[config.mk]
export PLATFORM = sky130hd
export DESIGN_NAME = nibble_mult_seq_flat
export DESIGN_NICKNAME = d
export VERILOG_FILES = /design/src/rtl/nibble_mult_seq_if.sv /design/src/rtl/nibble_mult_seq.sv /design/src/flat_wrapper.sv
export SDC_FILE = /design/constraint.sdc
export NUM_CORES = 1
export LEC_CHECK = 0
export CAP_MARGIN = 20
export CELL_PAD_IN_SITES_DETAIL_PLACEMENT = 0
export CELL_PAD_IN_SITES_GLOBAL_PLACEMENT = 2
export CORE_MARGIN = 3
export CORE_UTILIZATION = 30
export CTS_CLUSTER_SIZE = 10
export DETAILED_ROUTE_END_ITERATION = 12
export GPL_TIMING_DRIVEN = 0
export PLACE_DENSITY_LB_ADDON = 0.12
export SLEW_MARGIN = 20
export SYNTH_ARGS = -nofsm -noshare
export SYNTH_HDL_FRONTEND = slang
export SYNTH_SLANG_ARGS = --single-unit
[constraint.sdc]
create_clock -name clk -period 5.4 [get_ports clk]
set_input_delay 1.35 -clock clk [delete_from_list [all_inputs] [get_ports clk]]
set_output_delay 1.35 -clock clk [all_outputs]
set_load 0.02 [all_outputs]
[src/rtl/nibble_mult_seq_if.sv]
// Start/done handshake and operand/result bus between a requester and the nibble multiplier sequencer.
interface nibble_mult_seq_if #(
  parameter int NIB_W = 4
);
  logic                 start;
  logic [2*NIB_W-1:0]   dataa;
  logic [2*NIB_W-1:0]   datab;
  logic [1:0]           nib_sel;
  logic                 busy;
  logic                 done;
  logic [4*NIB_W-1:0]   product;

  modport master (
    output start, dataa, datab,
    input  nib_sel, busy, done, product
  );

  modport slave (
    input  start, dataa, datab,
    output nib_sel, busy, done, product
  );
endinterface

[src/rtl/nibble_mult_seq.sv]
// 8x8 multiply from four 4x4 partial products, one per cycle; done pulses 5 cycles after start is seen.
// One multiply in flight: start is ignored outside IDLE, so the requester simply holds or re-pulses it.
module nibble_mult_seq #(
  parameter int NIB_W       = 4,
  parameter bit CLEAR_ON_GO = 1'b0
) (
  input  logic              clk,
  input  logic              reset,
  nibble_mult_seq_if.slave  bus
);
  localparam int OP_W   = 2 * NIB_W;
  localparam int PROD_W = 4 * NIB_W;

  typedef enum logic [1:0] {
    IDLE = 2'd0,
    CALC = 2'd1,
    DONE = 2'd2
  } state_t;

  state_t              state;
  logic [1:0]          step;
  logic [OP_W-1:0]     op_a;
  logic [OP_W-1:0]     op_b;
  logic [PROD_W-1:0]   acc;
  logic [PROD_W-1:0]   product_q;
  logic [1:0]          nib_sel_q;
  logic                busy_q;
  logic                done_q;

  logic [NIB_W-1:0]    nib_x;
  logic [NIB_W-1:0]    nib_y;
  logic [OP_W-1:0]     pp;
  logic [PROD_W-1:0]   pp_ext;
  logic [PROD_W-1:0]   pp_sh;
  logic [PROD_W-1:0]   acc_next;

  always_comb begin
    nib_x  = '0;
    nib_y  = '0;
    pp     = '0;
    pp_ext = '0;
    pp_sh  = '0;
    unique case (step)
      2'd0: begin nib_x = op_a[NIB_W-1:0];    nib_y = op_b[NIB_W-1:0];    end
      2'd1: begin nib_x = op_a[NIB_W-1:0];    nib_y = op_b[OP_W-1:NIB_W]; end
      2'd2: begin nib_x = op_a[OP_W-1:NIB_W]; nib_y = op_b[NIB_W-1:0];    end
      default: begin nib_x = op_a[OP_W-1:NIB_W]; nib_y = op_b[OP_W-1:NIB_W]; end
    endcase
    pp     = {{NIB_W{1'b0}}, nib_x} * {{NIB_W{1'b0}}, nib_y};
    pp_ext = {{OP_W{1'b0}}, pp};
    unique case (step)
      2'd0:    pp_sh = pp_ext;
      2'd1,
      2'd2:    pp_sh = pp_ext << NIB_W;
      default: pp_sh = pp_ext << (2 * NIB_W);
    endcase
    acc_next = acc + pp_sh;
  end

  // Handshake outputs are registered from the state, so they trail it by one cycle.
  always_ff @(posedge clk) begin
    if (reset) begin
      state     <= IDLE;
      step      <= 2'd0;
      op_a      <= '0;
      op_b      <= '0;
      acc       <= '0;
      product_q <= '0;
      nib_sel_q <= 2'd0;
      busy_q    <= 1'b0;
      done_q    <= 1'b0;
    end else begin
      busy_q    <= (state == CALC);
      nib_sel_q <= (state == CALC) ? step : 2'd0;
      done_q    <= (state == DONE);
      unique case (state)
        IDLE: begin
          if (bus.start) begin
            op_a  <= bus.dataa;
            op_b  <= bus.datab;
            acc   <= '0;
            step  <= 2'd0;
            state <= CALC;
            if (CLEAR_ON_GO) product_q <= '0;
          end
        end
        CALC: begin
          acc <= acc_next;
          if (step == 2'd3) begin
            product_q <= acc_next;
            step      <= 2'd0;
            state     <= DONE;
          end else begin
            step <= step + 2'd1;
          end
        end
        DONE: state <= IDLE;
        default: state <= IDLE;
      endcase
    end
  end

  assign bus.product = product_q;
  assign bus.nib_sel = nib_sel_q;
  assign bus.busy    = busy_q;
  assign bus.done    = done_q;
endmodule

[src/flat_wrapper.sv]
// flat-port wrapper written by rule: the top's interface ports become plain ports
module nibble_mult_seq_flat 
#(
  parameter int NIB_W       = 4,
  parameter bit CLEAR_ON_GO = 1'b0
)
  (clk, reset, bus_start, bus_dataa, bus_datab, bus_nib_sel, bus_busy, bus_done, bus_product);
  nibble_mult_seq_if #(.NIB_W(NIB_W)) bus_i ();
  input  logic clk;
  input  logic reset;
  input wire logic [$bits(bus_i.start)-1:0] bus_start;
  input wire logic [$bits(bus_i.dataa)-1:0] bus_dataa;
  input wire logic [$bits(bus_i.datab)-1:0] bus_datab;
  output wire logic [$bits(bus_i.nib_sel)-1:0] bus_nib_sel;
  output wire logic [$bits(bus_i.busy)-1:0] bus_busy;
  output wire logic [$bits(bus_i.done)-1:0] bus_done;
  output wire logic [$bits(bus_i.product)-1:0] bus_product;
  assign bus_i.start = bus_start;
  assign bus_i.dataa = bus_dataa;
  assign bus_i.datab = bus_datab;
  assign bus_nib_sel = bus_i.nib_sel;
  assign bus_busy = bus_i.busy;
  assign bus_done = bus_i.done;
  assign bus_product = bus_i.product;
  nibble_mult_seq #(.NIB_W(NIB_W), .CLEAR_ON_GO(CLEAR_ON_GO)) u_core (.clk(clk), .reset(reset), .bus(bus_i));
endmodule
### Word level (Yosys, flattened, before mapping)

Index checks and enable logic that the tools add are counted.

| operators by class | value |
|---|---|
| bitwise operators | 1 |
| $add $sub $neg | 2 |
| muxes and demuxes | 11 |
| multipliers | 1 |
| reductions and logical operators | 11 |
| eq/ne operators | 7 |

Operators by type and width:

| operator | number |
|---|---|
| 16-bit one-hot mux with 2 select lines | 2 |
| 16-bit adder | 1 |
| 16-bit two-way mux | 1 |
| 4-bit by 4-bit multiplier with 8-bit output | 1 |
| 2-bit two-way mux | 4 |
| 4-bit two-way mux | 2 |
| 2-bit one-hot mux with 2 select lines | 2 |
| 2-bit AND reduction | 4 |
| 2-bit OR reduction | 4 |
| 2-bit equality test (second input constant) | 3 |
| 2-bit by 1-bit equality test with 1-bit output (second input constant) | 2 |
| 2-bit zero test | 2 |
| 2-bit != test (second input constant) | 2 |
| 2-bit by 1-bit adder with 2-bit output (second input constant) | 1 |
| 2-bit nonzero test | 1 |
| 1-bit inverter | 1 |

| storage, ports and cells | value |
|---|---|
| output and inout port bits | 20 |
| flip-flop bits (word level) | 56 |
| logic and storage cells | 42 |

### Longest topological paths before layout

| depth | value |
|---|---|
| word-level depth | 7 |
| gate-level depth with buffers | 24 |

### Least setup slack after synthesis

Ideal clock, no wire load.

| path | value |
|---|---|
| path type | reg2reg |
| from | reg u_core.step[0] |
| to | reg u_core.product_q[15] (netlist: u_core.bus.product[15]) |
| period minus slack after synthesis | 5.398 ns |
| arrival | 5.335 ns |
| slack | 0.002 ns |
| path buffers | 0 |
| cell stages (with the launch flop) | 24 |
| path through | dfxtp_1 > inv_1 > ha_1 > nor2_1 > mux2i_1 > or2_2 > fa_1 > inv_1 > fa_1 > inv_1 > fa_1 > inv_1 > a21o_1 > a21oi_1 > xnor2_1 > a22oi_1 > nor2_1 > ha_1 > a21oi_1 > a221o_1 > a32oi_2 > o2111a_1 > or4_1 > nand3_1 |

| between the ends | value |
|---|---|
| cells in the longest elaborated chain, start to end | 6 |

Ends and longest elaborated chain:

| what | line | source |
|---|---|---|
| start: declaration | nibble_mult_seq.sv:21 | `logic [1:0] step;` |
| start signal: assignment | nibble_mult_seq.sv:94 | `step <= step + 2'd1;` |
| 2-bit by 1-bit equality test with 1-bit output (tied with other cells) | nibble_mult_seq.sv:43, nibble_mult_seq.sv:51 |  |
| 2-bit OR reduction (no line) | -- |  |
| 4-bit two-way mux | nibble_mult_seq.sv:43 | `unique case (step)` |
| 4-bit by 4-bit multiplier with 8-bit output | nibble_mult_seq.sv:49 | `pp = {{NIB_W{1'b0}}, nib_x} * {{NIB_W{1'b0}}, nib_y};` |
| 16-bit one-hot mux with 2 select lines | nibble_mult_seq.sv:51 | `unique case (step)` |
| 16-bit adder | nibble_mult_seq.sv:57 | `acc_next = acc + pp_sh;` |
| end signal: assignment | nibble_mult_seq.sv:90 | `product_q <= acc_next;` |
| end: declaration | nibble_mult_seq.sv:25 | `logic [PROD_W-1:0] product_q;` |

Parallel ways exist; a longest one is shown, timed or not.
A chain may end at the register's enable or synchronous reset.

### Worst setup path in the final report

| path | value |
|---|---|
| from | reg u_core.step[1] |
| to | reg u_core.product_q[13] (netlist: u_core.bus.product[13]) |

Same word-level chain as after synthesis.

==> results.py <==
metrics = {
    "cts": {
        "cts_max_level": 2,
        "cts_buffer_depth": 2,
        "cts_hold_buffers": 0,
        "clk_pin_slew_ns": 0.11,
        "cts_made_buffers": 5,
        "cts_root_buffer": "clkbuf_8",
        "cts_tree": "done",
        "insertion_delay_ns": 0.34,
        "cts.sinks": 56,
    },
    "synthesis": {
        "async_reset_ff_frac": 0,
        "synth_top_area_cell": "dfxtp_1",
        "yosysWarnings": 0,
        "yosysMostFrequentCell": "nand2_1",
        "netlist_area_um2": 3339,
        "synth_flop_cell": "dfxtp_1",
        "synth_commonest_cells": "71 x nand2_1, 56 x dfxtp_1, 40 x a21oi_1",
        "synth_top_cell_area_share": 0.3357,
        "synth_nets": 457,
        "synthTopCellsByArea": "dfxtp_1 34%, ha_1 12%, nand2_1 8.0%, a21oi_1 6.0%, nor2_1 3.6%",
        "ys_types": 44,
        "ys_seq_area_frac": 0.3357,
        "synth_edf_count": 0,
        "synth_seq_cells": 56,
        "syn_avg_cell_area_um2": 8.328,
        "postSynthCellCount": 401,
    },
    "drt": {
        "wl_per_cell_um": 15.53,
        "wl_um": 9536,
        "first_pass_iters": 4,
        "drc": 0,
        "ant_nets": 0,
        "vias_per_cell": 5.021,
        "drtIter0Drc": 104,
        "vias": 3083,
    },
    "power": {
        "seqPwrFrac": 0.526,
        "pwr-share-clk": 0.314,
        "p_leak_nw": 1.774,
        "irDropWorstVdd_v": 0.0001148,
        "intPower_w": 0.0005790,
        "sw_frac_of_total": 0.2943,
        "combinationalPowerShare": 0.160,
        "p_per_area_nw_per_um2": 178.7,
        "p_sw_w": 0.0002415,
    },
    "global_route": {
        "gr-total-overflow": 0,
        "grt_max_degree": 19,
        "grt_use_total": 0.1551,
        "antenna_found_initial": 0,
        "grt_pass1_vias": 3043,
        "grt_first_pass_wirelength_um": 15480,
    },
    "critical_path": {
        "cp.buffers_inverters": 4,
        "critPathArrivalTime_ns": 5.72,
        "r2r-end": "u_core.bus.product[13]",
        "crit_fanout": 4,
        "startpoint_type": "flip-flop",
        "rrSetupSlack_ns": -0.03,
        "cp_top_family": "adder cells",
        "cp.required_ns": 5.69,
        "crit_path_end_kind": "flip-flop",
        "path_class": "flip-flop to flip-flop",
        "cpPeakStageDelay_ns": 0.60,
        "critPathSlowestCell": "fa_2",
        "r2r_cells": 22,
        "r2r_start": "u_core.step[1]",
        "path_cells": "buf_4 > ha_4 > nor2_4 > buf_12 > mux2i_2 > or2_4 > fa_1 > inv_2 > fa_2 > inv_2 > fa_2 > xnor2_4 > a22oi_2 > nor2_2 > ha_4 > o211ai_1 > o21a_1 > a221o_1 > a32oi_2 > a31oi_2 > or4_1 > nand3_1",
    },
    "placed_design": {
        "placed_cells": 574,
        "numPortBuffers": 37,
        "gp_congestion": 0.8046,
        "pre_cts_ws_ns": -0.8433,
        "dp_hpwl_um": 6883,
    },
    "die": {
        "die_area_um2": 12430,
        "core_um2": 10560,
        "die_h_um": 111.5,
        "start_util": 0.3164,
        "die_width_um": 111.5,
        "num_rows": 37,
        "io_pins": 39,
    },
    "sta": {
        "setup_viol": 1,
        "min_period_ns": 5.427,
        "timing.final.ws_setup_ns": -0.02745,
        "hold_violations": 0,
        "setup_tns_ns": -0.02745,
        "fmax_mhz": 184.2,
        "fin_crit_sh": 1.005,
        "worst_hold_slack_ns": 0.4596,
        "drv_slew": 0,
        "tightest_slew_ns": 0.6514,
        "rsz0062_at_grt": "yes",
        "slew_headroom": 0.5641,
        "clock_skew_ns": 0.005994,
    },
    "cells_and_area": {
        "regArea_um2": 1126,
        "multi_input_comb_area_um2": 2447,
        "drive_above_1_share": 0.2050,
        "nets": 533,
        "area_growth_pct": 37.50,
        "num_antenna_cells": 0,
        "final_cell_count_no_fill": 614,
        "fillers": 1074,
    },
    "hold_path": {
        "hp-start": "u_core.bus.product[3]",
        "holdPathEnd": "u_core.bus.product[3]",
        "hp-class": "flip-flop to flip-flop",
        "holdPathStages": 2,
    },
    "outcome": {
        "violations": "negative setup slack",
        "status": "complete, but fails checks",
    },
    "flow_run": {
        "maxCapViolCount": 0,
    },
}
[state kept, by name, summed over array words and instances, names as in the netlist]
name and cells:
u_core.acc 16, u_core.bus.busy 1, u_core.bus.done 1, u_core.bus.nib_sel 2, u_core.bus.product 16, u_core.op_a 8
u_core.op_b 8, u_core.state 2, u_core.step 2
[metal layers]
metal / up-vias / global-route usage / wire (µm)
met5: - / 0 / 0
met4: 0 / 0.06488 / 204
met3: 12 / 0.02446 / 201
met2: 46 / 0.2352 / 4222
met1: 1474 / 0.2190 / 4908
li1: 1551 / - / -
[worst max path at each step]
stage	start	end	slack, ns	depth (start not counted)
4_1_cts	u_core.step[0]	u_core.bus.product[15]	0.003	23
3_3_place_gp	u_core.step[0]	u_core.acc[14]	-0.79	23
2_1_floorplan	u_core.step[0]	u_core.bus.product[15]	0.002	23
6_report	u_core.step[1]	u_core.bus.product[13]	-0.03	22
3_5_place_dp	u_core.step[0]	u_core.acc[14]	-0.84	23
5_1_grt	u_core.step[0]	u_core.bus.product[13]	-0.27	21
[final cells by class]
class | instances | area share
inverters | 17 | 0.01553
flip-flops and latches | 56 | 0.2452
clock buffers | 5 | 0.01499
clock inverters | 3 | 0.004632
well taps | 136 | 0.03706
plain buffers | 16 | 0.01308
repair buffers | 69 | 0.1365
multi-input cells | 312 | 0.5330
[repair_timing]
item / 4_1_cts / 5_1_grt
endpoints found under the setup margin: 19 / 14
buffers inserted: 18 / 14
gates resized for setup: 37 / 45
pin swaps: 18 / 41
[power groups by stage]
stage	Clock (W)	Sequential [W]	Combinational [W]
floorplan	0	0.000437	0.0000579
global placement	0	0.000437	0.0000946
detailed placement	0	0.000438	0.0000948
CTS	0.000275	0.000431	0.000119
global route	0.000281	0.000433	0.000145
finish	0.000258	0.000431	0.000131
[worst reg2reg max path: cells and delay by family (launching register included)]
family / cells / cell delay, ns
AO/OA/AOI/OAI: 6 / 1.28
multiplexers: 1 / 0.10
AND/OR/NAND/NOR: 5 / 1.06
XOR/XNOR: 1 / 0.17
flip-flops: 1 / 0.35
adder cells (fa/ha/maj): 5 / 2.03
buffers and inverters: 4 / 0.37
[placed cells by master (no fill, tap or decap), types with 4 or more instances in the layout]
cell type,n
nor2b_1,8
o21ai_0,6
nor2_1,28
xnor2_1,8
o21ai_2,4
dfxtp_1,54
and2_1,6
ha_4,9
a21oi_2,6
a22o_1,12
buf_4,30
mux2i_4,6
clkbuf_8,5
nand3b_1,4
inv_1,12
a21oi_1,34
clkbuf_1,16
ha_1,21
xor2_1,5
clkdlybuf4s50_1,37
a21o_1,8
nand2_1,70
[logic make-up (layout without fill, tap and decap cells)]
| group | count (synthesis) | after routing | synth area share |
|---|---|---|---|
| buf+inv | 33 | 110 | 0.03709 |
| flops | 56 | 56 | 0.3357 |
| fa+ha+maj | 37 | 37 | 0.1499 |
| compound gates | 105 | 105 | 0.2106 |
| simple gates | 145 | 145 | 0.1978 |
| xor+xnor | 16 | 16 | 0.04196 |
| mux | 9 | 9 | 0.02698 |
[per-stage QoR]
step | cell area [µm²] | utilization | power [W]
6_report | 4592 | 0.4350 | 0.0008205
5_1_grt | 4592 | 0.4350 | 0.0008587
4_1_cts | 4287 | 0.4061 | 0.0008246
3_5_place_dp | 3880 | 0.3676 | 0.0005326
3_3_place_gp | 3880 | 0.3676 | 0.0005320
2_1_floorplan | 3339 | - | 0.0004949
Power figures use the tool's default switching activity.
